==> src/rtl/serial_pkg.sv <==
// Shared types and helpers for the serial transmit arbiter.
package serial_pkg;

  localparam int CHAR_W = 8;

  typedef enum logic [1:0] {IDLE, START, WAIT, GAP} arb_state_t;

  // Round-robin pointer increment for a pointer that wraps at n.
  function automatic int next_rr(input int ptr, input int n);
    return (ptr + 1 >= n) ? 0 : ptr + 1;
  endfunction

endpackage

==> src/rtl/serial_tx_arbiter_rr_pick.sv <==
// Combinational round-robin picker: first set request at or after rr_ptr, wrapping.
module rr_pick #(
  parameter int N  = 4,
  parameter int IW = 2
) (
  input  logic [N-1:0]  req,
  input  logic [IW-1:0] rr_ptr,
  output logic [N-1:0]  win,
  output logic [IW-1:0] win_idx,
  output logic          any
);

  // Scan from the farthest offset down so the nearest requester is written last.
  always_comb begin
    win     = '0;
    win_idx = '0;
    any     = |req;
    for (int off = N - 1; off >= 0; off--) begin
      if (req[(int'(rr_ptr) + off) % N]) begin
        win     = N'(1) << ((int'(rr_ptr) + off) % N);
        win_idx = IW'((int'(rr_ptr) + off) % N);
      end
    end
  end

endmodule

==> src/rtl/serial_tx_arbiter.sv <==
// Round-robin arbiter sharing one serial transmitter between NUM_REQ byte sources.
// Optional WAIT watchdog and sticky timeout_err port enabled by SERIAL_ARB_TIMEOUT_EN.
module serial_tx_arbiter
  import serial_pkg::*;
#(
  parameter int NUM_REQ    = 4,
  parameter int GAP_CYCLES = 16,
  parameter int TIMEOUT    = 256
) (
  input  logic                      clk,
  input  logic                      rst,
  input  logic [NUM_REQ-1:0]        req,
  input  logic [NUM_REQ*CHAR_W-1:0] req_data,
  output logic [NUM_REQ-1:0]        grant,
  output logic                      tx_start,
  output logic [CHAR_W-1:0]         tx_data,
  input  logic                      tx_done,
  output logic                      busy,
`ifdef SERIAL_ARB_TIMEOUT_EN
  output logic                      timeout_err,
`endif
  output arb_state_t                dbg_state
);

  // Handshake: req[i] is a level held until its one-cycle grant[i]; the grant is the accept strobe.
  localparam int IW = $clog2(NUM_REQ);
  localparam int GW = (GAP_CYCLES > 1) ? $clog2(GAP_CYCLES) : 1;

  arb_state_t          r_state, w_state_nx;
  logic [NUM_REQ-1:0]  r_grant, w_grant_nx;
  logic                r_tx_start, w_tx_start_nx;
  logic [CHAR_W-1:0]   r_tx_data, w_tx_data_nx;
  logic                r_busy;
  logic [IW-1:0]       r_rr_ptr, w_rr_nx;
  logic [IW-1:0]       r_win_idx, w_win_idx_nx;
  logic [GW-1:0]       r_gap_cnt, w_gap_nx;
  logic [NUM_REQ-1:0]  w_win;
  logic [IW-1:0]       w_pick_idx;
  logic                w_any;
`ifdef SERIAL_ARB_TIMEOUT_EN
  localparam int TW = $clog2(TIMEOUT + 1);
  logic [TW-1:0]       r_to_cnt, w_to_nx;
  logic                r_timeout_err, w_err_nx;
`endif

  rr_pick #(.N(NUM_REQ), .IW(IW)) u_pick (
    .req     (req),
    .rr_ptr  (r_rr_ptr),
    .win     (w_win),
    .win_idx (w_pick_idx),
    .any     (w_any)
  );

  always_comb begin
    w_state_nx    = r_state;
    w_grant_nx    = '0;
    w_tx_start_nx = 1'b0;
    w_tx_data_nx  = r_tx_data;
    w_rr_nx       = r_rr_ptr;
    w_win_idx_nx  = r_win_idx;
    w_gap_nx      = r_gap_cnt;
`ifdef SERIAL_ARB_TIMEOUT_EN
    w_to_nx       = r_to_cnt;
    w_err_nx      = r_timeout_err;
`endif
    case (r_state)
      IDLE: begin
        if (w_any) begin
          w_state_nx    = START;
          w_grant_nx    = w_win;
          w_tx_start_nx = 1'b1;
          w_win_idx_nx  = w_pick_idx;
          for (int i = 0; i < NUM_REQ; i++) begin
            if (w_win[i]) w_tx_data_nx = req_data[i*CHAR_W +: CHAR_W];
          end
        end
      end
      START: begin
        w_rr_nx    = IW'(next_rr(int'(r_win_idx), NUM_REQ));
        w_state_nx = WAIT;
`ifdef SERIAL_ARB_TIMEOUT_EN
        // One clock has already elapsed since tx_start when WAIT is entered.
        w_to_nx    = TW'(1);
`endif
      end
      WAIT: begin
        if (tx_done) begin
          if (GAP_CYCLES == 0) begin
            w_state_nx = IDLE;
          end else begin
            w_state_nx = GAP;
            w_gap_nx   = GW'(GAP_CYCLES - 1);
          end
        end
`ifdef SERIAL_ARB_TIMEOUT_EN
        else if (r_to_cnt == TW'(TIMEOUT - 1)) begin
          w_state_nx = IDLE;
          w_err_nx   = 1'b1;
        end else begin
          w_to_nx = r_to_cnt + TW'(1);
        end
`endif
      end
      GAP: begin
        if (r_gap_cnt == '0) w_state_nx = IDLE;
        else                 w_gap_nx   = r_gap_cnt - GW'(1);
      end
      default: w_state_nx = IDLE;
    endcase
  end

  always_ff @(posedge clk or negedge rst) begin
    if (!rst) begin
      r_state       <= IDLE;
      r_grant       <= '0;
      r_tx_start    <= 1'b0;
      r_tx_data     <= '0;
      r_busy        <= 1'b0;
      r_rr_ptr      <= '0;
      r_win_idx     <= '0;
      r_gap_cnt     <= '0;
`ifdef SERIAL_ARB_TIMEOUT_EN
      r_to_cnt      <= '0;
      r_timeout_err <= 1'b0;
`endif
    end else begin
      r_state       <= w_state_nx;
      r_grant       <= w_grant_nx;
      r_tx_start    <= w_tx_start_nx;
      r_tx_data     <= w_tx_data_nx;
      r_busy        <= (w_state_nx != IDLE);
      r_rr_ptr      <= w_rr_nx;
      r_win_idx     <= w_win_idx_nx;
      r_gap_cnt     <= w_gap_nx;
`ifdef SERIAL_ARB_TIMEOUT_EN
      r_to_cnt      <= w_to_nx;
      r_timeout_err <= w_err_nx;
`endif
    end
  end

  assign grant     = r_grant;
  assign tx_start  = r_tx_start;
  assign tx_data   = r_tx_data;
  assign busy      = r_busy;
  assign dbg_state = r_state;
`ifdef SERIAL_ARB_TIMEOUT_EN
  assign timeout_err = r_timeout_err;
`endif

endmodule
==> config.mk <==
export PLATFORM = sky130hd
export DESIGN_NAME = serial_tx_arbiter
export DESIGN_NICKNAME = d
export VERILOG_FILES = /design/src/rtl/serial_pkg.sv /design/src/rtl/serial_tx_arbiter_rr_pick.sv /design/src/rtl/serial_tx_arbiter.sv
export SDC_FILE = /design/constraint.sdc
export NUM_CORES = 1
export LEC_CHECK = 0
export BUFFER_PORTS_ARGS = -buffer_cell sky130_fd_sc_hd__buf_2
export CAP_MARGIN = 20
export CORE_MARGIN = 2
export CORE_UTILIZATION = 49
export CTS_BUF_LIST = sky130_fd_sc_hd__clkbuf_4
export DETAILED_ROUTE_END_ITERATION = 10
export GPL_TIMING_DRIVEN = 0
export PLACE_DENSITY_LB_ADDON = 0.12
export SYNTH_ARGS = -nofsm -noshare
export SYNTH_HDL_FRONTEND = slang
export SYNTH_SLANG_ARGS = --single-unit
==> constraint.sdc <==
create_clock -name clk -period 4.2 [get_ports clk]
set_input_delay 0.63 -clock clk [delete_from_list [all_inputs] [get_ports clk]]
set_output_delay 0.63 -clock clk [all_outputs]
set_load 0.02 [all_outputs]
==> summary.txt <==
nets -> 357
Leak -> 1.21 nW
design area -> 2520 sq um
outcome -> complete, no violations
initial core utilization -> 0.501
Area Overhead vs Synth -> 16.9%
Net Count, Synth -> 298
initial antenna violation count -> 0
CP Capture Type -> flop
insertion delay to the later sink of the worst-skew pair -> 0.30 ns
Ys Warns -> 0
vias per std cell -> 5.96
Worst path slowest cell -> or4_4
final WL -> 5240 um
DR WL/cell -> 14.6 um
Placement Cell Area -> 2490 sq um
GP Congestion -> 0.782
Core Util, Final -> 0.586
first-pass GRT wire length -> 8740 um
GRT Total Usage -> 0.212
die extent in y -> 70.3 um
clk sinks -> 24
CP dominant cell by count -> buf_6
relative slew slack -> 0.349
mean post-synth cell area -> 8.61 sq um
HP Class -> input pin to asynchronous set/reset pin
Pwr Density -> 752 nW/um^2
Place WS -> 0.478 ns
DP HPWL -> 3930 um
chip width -> 70.3 um
CTS tree -> done
Root Buffer -> clkbuf_4
Power, Total -> 1.89 mW
Post-route DRC -> 0
htree depth -> 1
crit-path max FO -> 10
share of layout cells above drive strength 1 -> 0.267
unrepaired setup endpoints after global routing -> false
critical-path cell list -> buf_4 > inv_1 > ha_1 > buf_6 > mux2_2 > and4_1 > clkbuf_1 > or3_1 > buf_2 > a22o_1 > or4_4 > buf_6 > a32oi_1
placed insts -> 356
port buffer count -> 53
CP Class -> flop to flop
final worst slack -> 0.406 ns
crit start category -> flop
post-synthesis cell count -> 250
crit path DAT -> 4.02 ns
sequential share of the synthesized area -> 0.279
diode count -> 0
row count -> 24
highest achievable clock rate -> 264 MHz
Die ar. -> 4940 sq um
pin count of the biggest net entering global routing -> 25
Setup TNS -> 0 ns
number of post-CTS setup repair buffers -> 0
Pins Over Slew Limit -> 0
Worst-Margin Slew -> 0.975 ns
DRT Pass-1 Iters -> 4
fin crit period -> 3.79 ns
worst ir drop on vdd -> 0.000435 V
Final Hold Fails -> 0
FFs w/ async S/R, synth -> 1.00
Hold WS -> 0.280 ns
CTS Hold Bufs -> 0
grt total ovfl -> 0
post-route clock skew -> 0.00188 ns
Top FF cell, synth -> dfrtp_1
synthesized area -> 2150 sq um
Synth cell types -> 46
# setup viols final -> 0
routed vias -> 2141
max cap viols -> 0
post-route ant nets -> 0
Inserted Clock Buffers -> 3
Max Root-Sink Buffers -> 2
Starting DRT DRC Count -> 117
Boundary Pins -> 55
Clock transition at path regs -> 0.12 ns
Post-synth EDFFs -> 0
Crit path max-delay family -> simple AND/OR/NAND/NOR gates
Worst EP required -> 4.42 ns
core area -> 4290 sq um
Finished Layout Cells -> 359
post-CTS sizing -> 0
Critical Path Max Stage Delay -> 0.53 ns
Buf/Inv on CP -> 6
vias in the first global route -> 1890
Synth Register Bits -> 24
Final period util -> 0.903
-- final cells by class --
class | instances | area [sq um]
timing repair buffer | 54 | 277
multi-input combinational | 178 | 1340
inverter | 25 | 93.8
fill | 425 | 1780
tap | 52 | 65.1
clock buffer | 3 | 22.5
sequential | 24 | 601
buffer | 23 | 120
-- worst paths after layout --
check | cells past startpoint | startpoint | slack, ns | to
setup reg to reg | 13 | r_rr_ptr[1] | 0.41 | tx_data[2]
setup / recovery | 13 | r_rr_ptr[1] | 0.41 | tx_data[2]
hold reg to reg | 1 | r_win_idx[0] | 0.50 | r_rr_ptr[0]
max in group asynchronous | 1 | rst | 3.58 | tx_data[0]
hold / removal | 1 | rst | 0.28 | r_gap_cnt[2]
min in group clk | 1 | r_win_idx[0] | 0.50 | r_rr_ptr[0]
-- state kept, by name (all words and copies together), names as in the netlist --
name       count
busy           1
dbg_state      2
grant          4
r_gap_cnt      4
r_rr_ptr       2
r_win_idx      2
tx_data        8
tx_start       1
-- kinds of logic (layout without fill, tap and decap cells) --
logic type,Yosys count,count (layout),synth area share
AO/OA/AOI/OAI,97,97,0.334
adder cells (fa/ha/maj),9,9,0.0523
buffers and inverters,48,105,0.0994
flip-flops,24,24,0.279
multiplexers,13,13,0.0819
AND/OR/NAND/NOR,59,59,0.153
-- cells in the final DEF (no fill, tap or decap), types with 3 or more instances in the layout --
cell and n:
nor3b_1 3, nor2_1 16, mux2i_1 6, o311ai_0 16
nand4_1 3, a221oi_1 9, inv_1 25, clkbuf_1 10
and2_1 4, mux4_2 3, and3_1 9, o21bai_1 8
o21ai_0 8, a31o_2 3, nor3_1 3, dfrtp_1 24
ha_1 9, o211ai_1 9, mux2_2 3, buf_1 3
buf_2 59, buf_6 3, a32oi_1 8, a21oi_1 23
nand2_1 7, clkbuf_4 3
-- per-layer routing --
layer	vias to the layer above	track usage	share of wire
li1	1073	-	-
met1	1010	0.319	0.49
met2	56	0.331	0.47
met3	2	0.0144	0.036
met4	0	0.0513	0.0065
met5	-	0	0
-- report_power, final --
group	internal (mW)	total, mW	switching [mW]
Combinational	0.570	1.41	0.837
Clock	0.0334	0.0946	0.0611
Sequential	0.315	0.390	0.0755
Total	0.918	1.89	0.974
-- synthesized netlist by cell type (all sizes together) (2+ instances only) --
master / number / area share
ha: 9 / 0.052
o21ai: 8 / 0.019
or2: 2 / 0.0058
and4: 2 / 0.0081
nand4: 3 / 0.0087
dfrtp: 24 / 0.28
a32oi: 8 / 0.033
buf: 13 / 0.038
a221oi: 9 / 0.037
a31oi: 2 / 0.0058
mux4: 3 / 0.031
nand3: 2 / 0.0046
nand3b: 2 / 0.0070
nor3: 3 / 0.0070
mux2i: 6 / 0.028
mux2: 4 / 0.023
o41ai: 2 / 0.017
a2bb2oi: 2 / 0.0081
o21bai: 8 / 0.028
o311ai: 16 / 0.065
and3: 9 / 0.026
clkbuf: 10 / 0.017
nand2: 7 / 0.012
o211ai: 9 / 0.031
a21o: 2 / 0.0070
nor3b: 3 / 0.010
inv: 25 / 0.044
o31ai: 2 / 0.0070
and2: 4 / 0.012
a31o: 3 / 0.012
nor2: 16 / 0.028
a21oi: 23 / 0.053
Note: power is estimated with default switching activity, not from simulation.
